<file path="config.mk">
export PLATFORM = sky130hd
export DESIGN_NAME = cr_axis_chk_sat_cnt
export DESIGN_NICKNAME = d
export VERILOG_FILES = /design/src/rtl/cr_axis_chk_sat_cnt.sv
export SDC_FILE = /design/constraint.sdc
export NUM_CORES = 1
export LEC_CHECK = 0
export CAP_MARGIN = 40
export CORE_MARGIN = 2
export CORE_UTILIZATION = 55
export CTS_CLUSTER_SIZE = 14
export DETAILED_ROUTE_END_ITERATION = 16
export PLACE_DENSITY_LB_ADDON = 0.08
export SLEW_MARGIN = 10
export SYNTH_ARGS = -nofsm -noshare
export SYNTH_HDL_FRONTEND = slang
export SYNTH_SLANG_ARGS = --single-unit
export TNS_END_PERCENT = 10
</file>
<file path="constraint.sdc">
create_clock -name clk -period 6.7 [get_ports clk]
set_clock_uncertainty 0.2 [all_clocks]
set_input_delay 1.34 -clock clk [delete_from_list [all_inputs] [get_ports clk]]
set_output_delay 1.34 -clock clk [all_outputs]
set_load 0.03 [all_outputs]
</file>
<file path="src/rtl/cr_axis_chk_sat_cnt.sv">
// Saturating up-counter with synchronous clear; clear beats increment.
// Count visible one cycle after inc.
// No flow control; holds at all-ones instead of wrapping.
module cr_axis_chk_sat_cnt #(
    parameter int W = 32
) (
    input  logic         clk,
    input  logic         rst_n,
    input  logic         clr,
    input  logic         inc,
    output logic [W-1:0] cnt
);

    always_ff @(posedge clk or negedge rst_n) begin
        if (!rst_n)
            cnt <= '0;
        else if (clr)
            cnt <= '0;
        else if (inc && (cnt != '1))
            cnt <= cnt + W'(1);
    end

endmodule

</file>
* After elaboration in Yosys (flattened, before gate mapping)
Index checks and enable logic that the tools add are counted.
Storage, ports and cells: input bits 4, memories 0, bits in registers 32, latch bits 0, bits in writable memories 0, bits in read-only memories 0
Operators by class: reduce and logical (&&, ||, !) cells 2, bitwise gates (word level) 0, shift operators 0, div/mod/pow operators 0, add/sub/neg operators 1, mux-type cells 2, magnitude comparators 0, $mul 0, equal/unequal tests 1
Operators with widths (number):
- 2-to-1 mux 32 bit | 2
- adder 32 x 1 -> 32 bit, second input constant | 1
- inequality test 32 bit, second input constant | 1
- nonzero test 2 bit | 1
- logical AND 1 bit | 1

* Logic depth before layout (Yosys ltp)
word-level depth 4, depth in mapped cells 8, depth with buffers taken out 6

* Least setup slack after synthesis
Ideal clock, no wire load.
path type input to register, start point in inc, end point reg cnt[31], path slack 3825 ps, buffers on the path 1, stages on the path 6, data required time 6375 ps, data arrival time 2550 ps, setup time 125 ps, cell sequence and3_1 > nand4_1 > a21o_1 > buf_2 > nor4_1 > mux2_2
Between the ends: longest elaborated chain between the ends 2
RTL lines:
- from (decl) | RTL line 10 | input logic inc,
- logical AND 1 bit | RTL line 19 | else if (inc && (cnt != '1))
- nonzero test 2 bit (no line)
- to (signal assigned) | RTL line 20 | cnt <= cnt + W'(1);
- to (decl) | RTL line 11 | output logic [W-1:0] cnt
No other way between the ends. A chain may end at the register's enable or synchronous reset.

* Final worst setup path
Same ends and word-level chain as after synthesis.

==> results.ini <==
[power]
pwr-share-comb_pct = 6.4
p_leak_uw = 0.000908
pwr_density_cell_nw_per_um2 = 145
p_seq_share_pct = 58.5
switchingPower_uw = 81.3
p_int_uw = 254
switching_share_pct = 24.3
ir_worst_vdd_mv = 0.0957
clkPwrFrac_pct = 35.1

[timing]
rsz0062_at_grt = no
setup_slack_ns = 3.42
hold_viol_final = 0
report.final.slew_viol_count = 0
fmax_ghz = 0.305
worst_pin_slew_ns = 0.609
setup_viol_count_final = 0
fin_crit_sh_pct = 49.0
slew_headroom_pct = 59.1
setup-tns-final_ns = 0
period_needed_ns = 3.28

[synth]
synth_warnings = 0
syn_area_um2 = 1850
synth_cell_types = 42
syn_avg_cell_area_um2 = 9.37
ys_async_sr_fraction_pct = 100
ys_seq_area_share_pct = 43.2
synth_edf_count = 0
synth_adder_area_share_pct = 0.675
synthesis.nets = 203
synth_compound_area_share_pct = 11.9
ys_ff_latch = 32
synth_xor_area_share_pct = 6.14
synth_top_family_by_area = simple AND/OR/NAND/NOR gates
synth_top_flop_cell = dfrtp_1
synth-simple-area-share_pct = 30.5
synth.area.mux_share_pct = 4.39
syn_inst = 198

[die]
die_h_um = 62.1
io_pins = 36
rows = 21
core_um2 = 3280
die-area_um2 = 3850
start_util_pct = 56.5
die_w_um = 62.1

[drt]
drc = 0
viasPerCell = 5.77
routedWlPerCell_um = 14.8
num_vias = 1627
ant_nets = 0
dr.pass1.iters = 4
drt_wl_total_um = 4170
drt_iter0_drc = 74

[cells_and_area]
layout_commonest_cell = clkdlybuf4s50_1
largest_reg_flops = 32
layout_common_cells = clkdlybuf4s50_1, dfrtp_1, nor2_1, nand3_1
drive_above_1_share_pct = 10.2
antennaDiodeCount = 0
fill_cells = 271
syn_to_final_growth_pct = 24.2
regMostFlops = cnt
reg_top3 = cnt: 32 flops
nNetsFinal = 240

[clocking]
cts_tree = done
tritoncts.num_buffers = 5
ctsRootBufferMaster = clkbuf_4
clock_latency_ns = 0.34
htree_levels = 2
max-clock-path-buffers = 2
post_cts_buffers = 0
cts_hold_buffers = 0
cts.repair.resized = 0
clock-sinks = 32
path_clk_slew_ns = 0.09

[worst_setup_path]
crit_path_top_delay_cell = clkdlybuf4s50_1
crit_cells = 6
crit_required_ns = 6.73
crit_path_end_kind = flip-flop
timing.critical_path.buf_inv = 1
worst-r2r-cell-count = 6
critPathKind = input pin to flip-flop
crit_fanout = 19
slowest_delay_ns = 0.52
rrSetupSlack_ns = 4.09
r2r_end = cnt[31]
start_kind = input pin
startpoint = inc
timing.rr.start = cnt[0]
path_cells = clkdlybuf4s50_1 > and3_1 > nand4_1 > a21o_1 > nor4_1 > mux2_2
cp-endpoint = cnt[31]
critPathTopFamily = simple AND/OR/NAND/NOR gates
arrival_ns = 3.31

[hold_path]
hold_path.class = flip-flop to flip-flop
worstHoldPathCells = 2

[run_status]
status = complete, no violations

[job]
maxCapViolCount = 0

[global_routing]
antenna_found_initial = 0
grt_max_degree = 41
grt_pass1_wl_um = 6650
grt-ovfl-total = 0
grt_usage_pct = 23.7
grt_pass1_vias = 1435

[placed_design]
pre_cts_ws_ns = 3.09
dpl.hpwl_um = 2910
port_buffers = 35
gp_congestion = 0.827

-- metal layers --
| layer | share of wire [%] | global-route usage (%) | wire length (um) |
|---|---|---|---|
| met5 | 0 | 0 | 0 |
| met4 | 1.7 | 7.90 | 70 |
| met3 | 6.4 | 6.42 | 269 |
| met2 | 49 | 39.6 | 2040 |
| met1 | 43 | 29.8 | 1790 |
-- per-stage QoR --
step                      power, uW  area [um2]  util [%]  hold slack (ns)  instances
after global routing            349        2300      70.1            0.431        282
final                           335        2300      70.1            0.404        282
after detailed placement        222        2240      68.3            0.379        274
after floorplan                 211        1850         -            0.509        198
after global placement          221        2240      68.3            0.370        274
after CTS                       337        2300      70.1            0.404        282
-- worst register-to-register path, stage by stage (launching register included) --
cell and delay (ns):
dfrtp_1 0.43, ha_1 0.25, nand4_1 0.25, nor4_2 0.41
a21o_1 0.54, nor4_1 0.13, mux2_2 0.29
-- power by group through the flow --
| stage | combinational (uW) | clock (uW) | sequential, uW |
|---|---|---|---|
| 2_1_floorplan | 8.55 | 0 | 202 |
| 3_5_place_dp | 22.0 | 0 | 200 |
| 6_report | 21.6 | 117 | 196 |
| 4_1_cts | 21.9 | 119 | 196 |
| 3_3_place_gp | 21.4 | 0 | 200 |
| 5_1_grt | 24.2 | 129 | 196 |
-- final cells by class --
cell class	instances	area [um2]	share of cell area, %
clock buffer	8	58.8	2.55
multi-input combinational	152	995	43.2
timing repair buffer	37	365	15.9
inverter	7	26.3	1.14
sequential	32	801	34.8
tap	46	57.6	2.50
-- synth_stat cells (2+ instances only) --
| master | count | area (um2) |
|---|---|---|
| xor2_1 | 3 | 26.3 |
| a211oi_1 | 5 | 37.5 |
| or3_1 | 5 | 31.3 |
| nand2_1 | 11 | 41.3 |
| a21o_1 | 3 | 22.5 |
| or4_1 | 3 | 22.5 |
| clkbuf_1 | 4 | 15.0 |
| nor4_2 | 2 | 25.0 |
| a31o_2 | 2 | 17.5 |
| o21ai_0 | 4 | 20.0 |
| mux2_2 | 5 | 56.3 |
| xnor2_1 | 10 | 87.6 |
| nand3_1 | 12 | 60.1 |
| nor3_1 | 4 | 20.0 |
| buf_2 | 2 | 10.0 |
| inv_1 | 7 | 26.3 |
| dfrtp_1 | 32 | 801 |
| and2_1 | 3 | 18.8 |
| a21oi_1 | 11 | 55.1 |
| nor2_1 | 26 | 97.6 |
| nand2b_1 | 2 | 12.5 |
| nor2b_1 | 6 | 37.5 |
| and3_1 | 7 | 43.8 |
| o31ai_1 | 3 | 22.5 |
| nand4_1 | 6 | 37.5 |
| nor4_1 | 4 | 25.0 |
-- cell families after synthesis --
| group | count (synthesis) |
|---|---|
| simple gates | 99 |
| mux | 7 |
| buf+inv | 14 |
| xor+xnor | 13 |
| fa+ha+maj | 1 |
| flops | 32 |
| compound gates | 32 |
-- how the worst min path moves through the flow --
stage / start / end
final: cnt[25] / cnt[25]
after floorplan: cnt[25] / cnt[25]
after global routing: cnt[30] / cnt[30]
after global placement: cnt[25] / cnt[25]
after detailed placement: cnt[30] / cnt[30]
after CTS: cnt[17] / cnt[17]
Note: power is estimated with default switching activity, not from simulation.
